===== config.mk =====
export PLATFORM = sky130hd
export DESIGN_NAME = t02_writeback_unit
export DESIGN_NICKNAME = d
export VERILOG_FILES = /design/src/rtl/t02_wb_pkg.sv /design/src/rtl/t02_load_formatter.sv /design/src/rtl/t02_writeback_unit.sv
export SDC_FILE = /design/constraint.sdc
export NUM_CORES = 1
export LEC_CHECK = 0
export CAP_MARGIN = 5
export CORE_MARGIN = 1
export CORE_UTILIZATION = 30
export CTS_CLUSTER_DIAMETER = 40
export DETAILED_ROUTE_END_ITERATION = 16
export PLACE_DENSITY = 0.65
export SYNTH_ARGS = -nofsm -noshare
export SYNTH_HDL_FRONTEND = slang
export SYNTH_SLANG_ARGS = --single-unit

===== constraint.sdc =====
create_clock -name i_clk -period 2.4 [get_ports i_clk]
set_clock_uncertainty 0.15 [all_clocks]
set_input_delay 0.72 -clock i_clk [delete_from_list [all_inputs] [get_ports i_clk]]
set_output_delay 0.72 -clock i_clk [all_outputs]
set_load 0.02 [all_outputs]

===== src/rtl/t02_wb_pkg.sv =====
// ---------------------------------------------------------------------------
// t02_wb_pkg
// Shared types and constants for the writeback unit of t02_register_file.
//   wb_sel_t     : result source select (ALU, LOAD, PC4, IMM)
//   wb_state_t   : writeback FSM states (IDLE, LOAD_WAIT)
//   F3_*         : load funct3 encodings
//   is_misaligned: alignment rule for a load of a given funct3/address
// ---------------------------------------------------------------------------
package t02_wb_pkg;

    typedef enum logic [1:0] {
        SEL_ALU  = 2'd0,
        SEL_LOAD = 2'd1,
        SEL_PC4  = 2'd2,
        SEL_IMM  = 2'd3
    } wb_sel_t;

    typedef enum logic {
        IDLE      = 1'b0,
        LOAD_WAIT = 1'b1
    } wb_state_t;

    localparam logic [2:0] F3_LB  = 3'b000;
    localparam logic [2:0] F3_LH  = 3'b001;
    localparam logic [2:0] F3_LW  = 3'b010;
    localparam logic [2:0] F3_LBU = 3'b100;
    localparam logic [2:0] F3_LHU = 3'b101;

    // Byte loads can never be misaligned, halfwords need addr[0]=0, and
    // everything else (including unlisted codes) is handled as a word load.
    function automatic logic is_misaligned(input logic [2:0] f3,
                                           input logic [1:0] addrLo);
        logic mis;
        case (f3)
            F3_LB, F3_LBU: mis = 1'b0;
            F3_LH, F3_LHU: mis = addrLo[0];
            default:       mis = (addrLo != 2'b00);
        endcase
        return mis;
    endfunction

endpackage


===== src/rtl/t02_load_formatter.sv =====
// ---------------------------------------------------------------------------
// t02_load_formatter
// Combinational byte-lane extraction and sign/zero extension of a load word.
//   i_funct3  : load type (LB/LH/LW/LBU/LHU; unlisted codes behave as LW)
//   i_addr_lo : low two bits of the load address (selects the lane)
//   i_rdata   : raw 32-bit word returned by data memory
//   o_data    : value to write into the register file
// ---------------------------------------------------------------------------
module t02_load_formatter
    import t02_wb_pkg::*;
(
    input  logic [2:0]  i_funct3,
    input  logic [1:0]  i_addr_lo,
    input  logic [31:0] i_rdata,
    output logic [31:0] o_data
);

    logic [7:0]  w_byte;
    logic [15:0] w_half;

    // Lane selection: byte lane is addr[1:0]*8, halfword lane is addr[1]*16.
    always_comb begin
        w_byte = 8'h00;
        case (i_addr_lo)
            2'd0:    w_byte = i_rdata[7:0];
            2'd1:    w_byte = i_rdata[15:8];
            2'd2:    w_byte = i_rdata[23:16];
            default: w_byte = i_rdata[31:24];
        endcase
        w_half = i_addr_lo[1] ? i_rdata[31:16] : i_rdata[15:0];
    end

    // Extension according to the load type.
    always_comb begin
        o_data = i_rdata;
        case (i_funct3)
            F3_LB:   o_data = {{24{w_byte[7]}}, w_byte};
            F3_LH:   o_data = {{16{w_half[15]}}, w_half};
            F3_LBU:  o_data = {24'h000000, w_byte};
            F3_LHU:  o_data = {16'h0000, w_half};
            default: o_data = i_rdata;
        endcase
    end

endmodule


===== src/rtl/t02_writeback_unit.sv =====
// ---------------------------------------------------------------------------
// t02_writeback_unit
// Writer side of t02_register_file. Collects execute-stage results and load
// data, and issues registered single-cycle writes to the register file.
// Loads are handled with a request/ack handshake to data memory during which
// the pipeline is stalled.
//
// Optional build macro: WB_LOAD_TIMEOUT_EN
//   When defined, a load that sees no ack for TIMEOUT_CYCLES wait cycles is
//   aborted and reported on o_misalign_err (shared error strobe).
//
// Ports
//   i_clk, i_nRST          : clock, synchronous active-high reset
//   i_en, i_wb_valid       : pipeline advance / writeback request
//   i_wb_rd, i_wb_sel      : destination index / result source
//   i_wb_funct3            : load type
//   i_alu_result           : ALU result, also the load address
//   i_pc_plus4, i_imm      : link value / immediate
//   o_mem_req, o_mem_addr  : load request and word-aligned address
//   i_mem_ack, i_mem_rdata : memory response
//   o_rf_we, o_rf_windex,
//   o_rf_wdata             : register-file write port
//   o_stall                : pipeline hold while a load is outstanding
//   o_misalign_err         : one-cycle error pulse
// ---------------------------------------------------------------------------
module t02_writeback_unit
    import t02_wb_pkg::*;
#(
    parameter int TIMEOUT_CYCLES = 255
)
(
    input  logic        i_clk,
    input  logic        i_nRST,
    input  logic        i_en,
    input  logic        i_wb_valid,
    input  logic [4:0]  i_wb_rd,
    input  logic [1:0]  i_wb_sel,
    input  logic [2:0]  i_wb_funct3,
    input  logic [31:0] i_alu_result,
    input  logic [31:0] i_pc_plus4,
    input  logic [31:0] i_imm,
    output logic        o_mem_req,
    output logic [31:0] o_mem_addr,
    input  logic        i_mem_ack,
    input  logic [31:0] i_mem_rdata,
    output logic        o_rf_we,
    output logic [4:0]  o_rf_windex,
    output logic [31:0] o_rf_wdata,
    output logic        o_stall,
    output logic        o_misalign_err
);

    wb_state_t   r_state, w_state_next;

    logic [4:0]  r_rd,      w_rd_next;
    logic [2:0]  r_funct3,  w_funct3_next;
    logic [1:0]  r_addr_lo, w_addr_lo_next;

    logic        r_mem_req,   w_mem_req_next;
    logic [31:0] r_mem_addr,  w_mem_addr_next;
    logic        r_stall,     w_stall_next;
    logic        r_rf_we,     w_rf_we_next;
    logic [4:0]  r_rf_windex, w_rf_windex_next;
    logic [31:0] r_rf_wdata,  w_rf_wdata_next;
    logic        r_misalign,  w_misalign_next;

    wb_sel_t     w_sel;
    logic [31:0] w_src_data;
    logic [31:0] w_load_data;

`ifdef WB_LOAD_TIMEOUT_EN
    localparam int CNT_W = ($clog2(TIMEOUT_CYCLES) < 8) ? 8 : $clog2(TIMEOUT_CYCLES);
    localparam logic [CNT_W-1:0] CNT_LIMIT = CNT_W'(TIMEOUT_CYCLES - 1);
    logic [CNT_W-1:0] r_count, w_count_next;
`else
    // Without the timeout the limit has no effect; it is referenced here so
    // the parameter remains part of the interface in both builds.
    if (TIMEOUT_CYCLES < 1) begin : g_timeout_unused
    end
`endif

    assign w_sel = wb_sel_t'(i_wb_sel);

    // Result source for non-load writebacks.
    always_comb begin
        w_src_data = i_alu_result;
        case (w_sel)
            SEL_PC4: w_src_data = i_pc_plus4;
            SEL_IMM: w_src_data = i_imm;
            default: w_src_data = i_alu_result;
        endcase
    end

    // Load data is formatted from the captured funct3/lane, not the live
    // inputs, because upstream may already have moved on during LOAD_WAIT.
    t02_load_formatter u_formatter (
        .i_funct3  (r_funct3),
        .i_addr_lo (r_addr_lo),
        .i_rdata   (i_mem_rdata),
        .o_data    (w_load_data)
    );

    // Next-state and next-output logic. Every output defaults to 0 so that
    // write and error strobes are single-cycle pulses; only the handshake
    // outputs are explicitly held while waiting for memory.
    always_comb begin
        w_state_next     = r_state;
        w_rd_next        = r_rd;
        w_funct3_next    = r_funct3;
        w_addr_lo_next   = r_addr_lo;
        w_mem_req_next   = 1'b0;
        w_mem_addr_next  = 32'h0;
        w_stall_next     = 1'b0;
        w_rf_we_next     = 1'b0;
        w_rf_windex_next = 5'd0;
        w_rf_wdata_next  = 32'h0;
        w_misalign_next  = 1'b0;
`ifdef WB_LOAD_TIMEOUT_EN
        w_count_next     = r_count;
`endif

        case (r_state)
            IDLE: begin
                if (i_en && i_wb_valid) begin
                    if (w_sel == SEL_LOAD) begin
                        if (is_misaligned(i_wb_funct3, i_alu_result[1:0])) begin
                            w_misalign_next = 1'b1;
                        end else begin
                            w_rd_next       = i_wb_rd;
                            w_funct3_next   = i_wb_funct3;
                            w_addr_lo_next  = i_alu_result[1:0];
                            w_mem_req_next  = 1'b1;
                            w_mem_addr_next = {i_alu_result[31:2], 2'b00};
                            w_stall_next    = 1'b1;
                            w_state_next    = LOAD_WAIT;
`ifdef WB_LOAD_TIMEOUT_EN
                            w_count_next    = '0;
`endif
                        end
                    end else begin
                        w_rf_we_next     = (i_wb_rd != 5'd0);
                        w_rf_windex_next = i_wb_rd;
                        w_rf_wdata_next  = w_src_data;
                    end
                end
            end

            LOAD_WAIT: begin
                w_mem_req_next  = 1'b1;
                w_mem_addr_next = r_mem_addr;
                w_stall_next    = 1'b1;
                if (i_mem_ack) begin
                    // An ack on the timeout limit cycle still completes.
                    w_mem_req_next   = 1'b0;
                    w_mem_addr_next  = 32'h0;
                    w_stall_next     = 1'b0;
                    w_rf_we_next     = (r_rd != 5'd0);
                    w_rf_windex_next = r_rd;
                    w_rf_wdata_next  = w_load_data;
                    w_state_next     = IDLE;
                end
`ifdef WB_LOAD_TIMEOUT_EN
                else if (r_count == CNT_LIMIT) begin
                    w_mem_req_next  = 1'b0;
                    w_mem_addr_next = 32'h0;
                    w_stall_next    = 1'b0;
                    w_misalign_next = 1'b1;
                    w_state_next    = IDLE;
                end else begin
                    w_count_next = r_count + 1'b1;
                end
`endif
            end

            default: w_state_next = IDLE;
        endcase
    end

    // State and output registers; synchronous reset clears everything, which
    // also drops an outstanding load so a late ack lands in IDLE unused.
    always_ff @(posedge i_clk) begin
        if (i_nRST) begin
            r_state     <= IDLE;
            r_rd        <= 5'd0;
            r_funct3    <= 3'd0;
            r_addr_lo   <= 2'd0;
            r_mem_req   <= 1'b0;
            r_mem_addr  <= 32'h0;
            r_stall     <= 1'b0;
            r_rf_we     <= 1'b0;
            r_rf_windex <= 5'd0;
            r_rf_wdata  <= 32'h0;
            r_misalign  <= 1'b0;
`ifdef WB_LOAD_TIMEOUT_EN
            r_count     <= '0;
`endif
        end else begin
            r_state     <= w_state_next;
            r_rd        <= w_rd_next;
            r_funct3    <= w_funct3_next;
            r_addr_lo   <= w_addr_lo_next;
            r_mem_req   <= w_mem_req_next;
            r_mem_addr  <= w_mem_addr_next;
            r_stall     <= w_stall_next;
            r_rf_we     <= w_rf_we_next;
            r_rf_windex <= w_rf_windex_next;
            r_rf_wdata  <= w_rf_wdata_next;
            r_misalign  <= w_misalign_next;
`ifdef WB_LOAD_TIMEOUT_EN
            r_count     <= w_count_next;
`endif
        end
    end

    assign o_mem_req      = r_mem_req;
    assign o_mem_addr     = r_mem_addr;
    assign o_stall        = r_stall;
    assign o_rf_we        = r_rf_we;
    assign o_rf_windex    = r_rf_windex;
    assign o_rf_wdata     = r_rf_wdata;
    assign o_misalign_err = r_misalign;

endmodule


# Yosys cells after proc, flatten, opt, wreduce, memory -nomap -nowiden
# Cells that the tools add are included.
# totals
reg_bits	82
input_bits	143
out_inout_bits	73
wordCells	67
# op_classes
eq_ne	12
mux	31
bitwise_logic	4
reduce_logical	11
# op_table
op	count
2-to-1 mux 32 bit	7
one-hot mux 32 bit (2 select lines)	3
one-hot mux 32 bit (4 select lines)	1
one-hot mux 8 bit (3 select lines)	1
2-to-1 mux 16 bit	1
2-to-1 mux 5 bit	3
equality test 3 bit, second input constant	4
2-to-1 mux 1 bit	11
one-hot mux 5 bit (2 select lines)	1
nonzero test 5 bit	2
equality test 2 bit, second input constant	3
equality test 3 x 1 -> 1 bit, second input constant	2
zero test 3 bit	2
one-hot mux 1 bit (2 select lines)	3
equality test 2 x 1 -> 1 bit, second input constant	2
inverter 1 bit	4
AND reduction 4 bit	1
OR reduction 2 bit	2
OR reduction 4 bit	1
zero test 2 bit	1
!= test 2 bit, second input constant	1
nonzero test 2 bit	1
logical AND 1 bit	1

# Depth between registers and ports, before layout
# logic_depth
depth_word	10
mapped_depth	7

# Modules after synthesis
# Synthesis repeated with hierarchy kept, for this count alone.
# hier_totals
hier_cells	465
area_unflattened_um2	4112.7
# by_module_without_submodules
module	instances	cells_per_inst	area_per_inst_um2
t02_writeback_unit	1	334	3389.5
t02_load_formatter	1	131	723.2

# Least setup slack after synthesis
# OpenSTA, ideal clock, no wires.
# synth_path
path_kind	input port to flip-flop
startpoint	input port i_wb_sel[0]
endpoint	register r_rf_wdata[15], in the netlist o_rf_wdata[15]
setup_ns	0.075
t_arrival_ns	1.806
path_slack_ns	0.369
cell_stages	6
path_cell_list	buf_2 > and2b_4 > or3_1 > clkbuf_1 > buf_2 > o22ai_1
# synth_between
elab_chain_len	5
elab_cells_between_ends	7
# synth_rtl
element	line	text
from (decl)	t02_writeback_unit.sv:37	input logic [1:0] i_wb_sel,
equality test 2 bit	t02_writeback_unit.sv:87	case (w_sel)
one-hot mux 32 bit (2 select lines)	t02_writeback_unit.sv:87	
2-to-1 mux 32 bit *	t02_writeback_unit.sv:125	if (w_sel == SEL_LOAD) begin
2-to-1 mux 32 bit *	t02_writeback_unit.sv:124	if (i_en && i_wb_valid) begin
one-hot mux 32 bit (2 select lines) *	t02_writeback_unit.sv:122	case (r_state)
to (signal assigned)	t02_writeback_unit.sv:207	r_rf_wdata <= w_rf_wdata_next;
to (decl)	t02_writeback_unit.sv:64	logic [31:0] r_rf_wdata, w_rf_wdata_next;
# Mark *: on every way between the ends. The rest lies on a longest branch, timed or not.
# A chain may end at the register's enable or synchronous reset.

==> results.json <==
{
  "drt_iter0_markers": 228,
  "rsz_0062_raised_after_global_routing": "no",
  "grt_antenna_before_repair": 0,
  "cts_hold_buf": 0,
  "postCtsSetupBuffers": 0,
  "endpoint_kind": "primary output",
  "final_min_period_over_clock_period": 0.951,
  "detailed_placement_hpwl_um": 11300,
  "synth_sequential_area_ratio": 0.421,
  "cpPeakStageDelay_ns": 0.64,
  "area_growth_pct": 70.5,
  "synth-seq-cells": 80,
  "mappedNetlistArea_um2": 3800,
  "setup_ws_ns": 0.118,
  "tritoncts": "yes",
  "floorplan.die_area_um2": 13100,
  "synth_edf_count": 0,
  "floorplan.die.width_um": 115,
  "port-buffer-count": 213,
  "root_buffer": "clkbuf_16",
  "critical_path_peak_fanout": 7,
  "antenna_cells_inserted": 0,
  "worst_ep_arrival_time_ns": 1.41,
  "final_antenna_net_count": 0,
  "post_synth_inst_count": 450,
  "first_global_vias": 4110,
  "gp_congestion": 0.866,
  "power.static_leakage_uw": 0.00248,
  "clock_sinks": 80,
  "globalRouteTotalUtil": 0.222,
  "grt_pass1_wl_um": 21800,
  "netSwitchingPower_uw": 814,
  "design.final.nets": 804,
  "layout.cells.most_common": "clkdlybuf4s50_1",
  "p_int_uw": 2520,
  "cts_max_path_buffers": 2,
  "async_reset_ff_frac": 0,
  "design.portCount": 216,
  "count_of_instances_resized_after_the_clock_tree_is_built": 0,
  "timing.critical_path.cells": "clkdlybuf4s50_1",
  "detail_route.wl_per_cell_um": 17.5,
  "floorplan.initialDensity": 0.313,
  "grt_overflow": 0,
  "crit_required_ns": 1.53,
  "pwr-share-comb": 0.173,
  "worst-setup-path-type": "reg -> out",
  "drt_pass1_iterations": 5,
  "drc": 0,
  "report.final.slew_viol_count": 0,
  "main_flop_type_after_synthesis": "dfxtp_1",
  "die_h_um": 115,
  "dr_total_vias": 4133,
  "power.share.switching": 0.244,
  "final.fill_count": 1128,
  "synth_cell_type_count": 38,
  "placementRows": 40,
  "run_status": "completed",
  "cts_inserted_buffers": 9,
  "hold_class": "reg -> reg",
  "post_route_cells_drive_above_1_share": 0.0736,
  "max-cap-violations": 0,
  "powerDensity_nw_per_um2": 514,
  "power_frac_clock": 0.418,
  "path_buf_inv": 1,
  "grt_max_degree": 65,
  "final_hold_viol_count": 0,
  "max_clock_freq_mhz": 438,
  "critical_path.top_delay_family": "buffers and inverters",
  "sequential_group_share_of_total_power": 0.409,
  "hold-worst-slack_ns": 0.345,
  "avgViaCountPerCell": 4.96,
  "worst_path_slowest_cell": "clkdlybuf4s50_1",
  "post-place-ws_ns": -0.132,
  "detail_route.wirelength_um": 14600,
  "ys.warnings.count": 0,
  "ctsHtreeMaxLevel": 3,
  "final_cell_mix": "clkdlybuf4s50_1 (210), dfxtp_1 (80), nor2_1 (75)",
  "synthesis.area_per_instance_um2": 8.45,
  "clk_latency_ns": 0.34,
  "setup_viol": 0,
  "cts.reportedPaths.clkPinSlew_ns": 0.06,
  "fp.coreArea_um2": 12200,
  "layout_min_cycle_time_ns": 2.28,
  "nature_of_the_critical_path_startpoint": "flop",
  "power.ir.vdd_worst_uv": 341
}
[cell type report]
| cell class | count | area [um2] | area share |
|---|---|---|---|
| well taps | 168 | 210 | 0.0324 |
| flip-flops and latches | 80 | 1600 | 0.247 |
| inverters | 3 | 11.3 | 0.00174 |
| clock inverters | 5 | 56.3 | 0.00868 |
| clock buffers | 11 | 243 | 0.0374 |
| multi-input cells | 328 | 2000 | 0.308 |
| repair buffers | 239 | 2360 | 0.364 |
[Yosys cell counts, drive strengths merged, types with 2 or more instances]
cell,n,area share
nor2b,2,0.0033
or3,8,0.013
nand2,40,0.039
o221ai,7,0.016
nor3,3,0.0053
o21ai,35,0.046
buf,23,0.035
a21oi,26,0.034
a22oi,51,0.10
o22ai,9,0.015
clkbuf,17,0.017
or4,2,0.0039
mux2i,52,0.14
dfxtp,80,0.42
nor2,75,0.074
and2,2,0.0033
and3b,2,0.0046
inv,2,0.0020
[cells by family after synthesis]
kind of cell	share of synthesized area
AOI/OAI and AO/OA	0.218
buffers and inverters	0.0550
DFF	0.421
muxes	0.143
other	0.000986
and+or+nand+nor	0.162
[registers in the layout (all words and copies together), names as in the netlist]
name,flops
o_misalign_err,1
o_stall,1
o_rf_we,1
o_mem_addr,30
r_funct3,3
r_rd,5
o_rf_wdata,32
o_rf_windex,5
r_addr_lo,2
[final timing paths]
kind                                     from             end  slack [ns]  cells past startpoint
worst max-delay path                  o_stall       o_mem_req        0.12                      1
worst min-delay path            o_mem_addr[3]   o_mem_addr[3]        0.34                      2
worst max register to register   r_addr_lo[1]  o_rf_wdata[12]        0.65                      4
worst min register to register  o_mem_addr[3]   o_mem_addr[3]        0.34                      2
[layer usage]
layer,GRT usage,wire length [um],vias to the layer above
li1,-,-,2034
met2,0.362,6880,169
met1,0.275,6200,1906
met5,0,0,-
met3,0.0678,1230,24
met4,0.0848,287,0
[power by group through the flow]
stage | Clock, uW | Combinational [uW] | Sequential [uW]
global placement | 0 | 573 | 1390
global route | 1480 | 620 | 1360
CTS | 1430 | 579 | 1360
floorplan | 0 | 174 | 1420
detailed placement | 0 | 576 | 1390
finish | 1390 | 577 | 1360
[stage by stage]
step | power (uW) | utilization | cells | setup TNS, ns | instance area (um2)
final | 3330 | 0.533 | 834 | 0 | 6480
after global routing | 3470 | 0.533 | 834 | 0 | 6480
after CTS | 3370 | 0.533 | 834 | 0 | 6480
after detailed placement | 1970 | 0.509 | 818 | -1.27 | 6180
after global placement | 1970 | 0.509 | 818 | -0.662 | 6180
after floorplan | 1590 | - | 451 | 0 | 3810
Note: power is estimated with default switching activity, not from simulation.
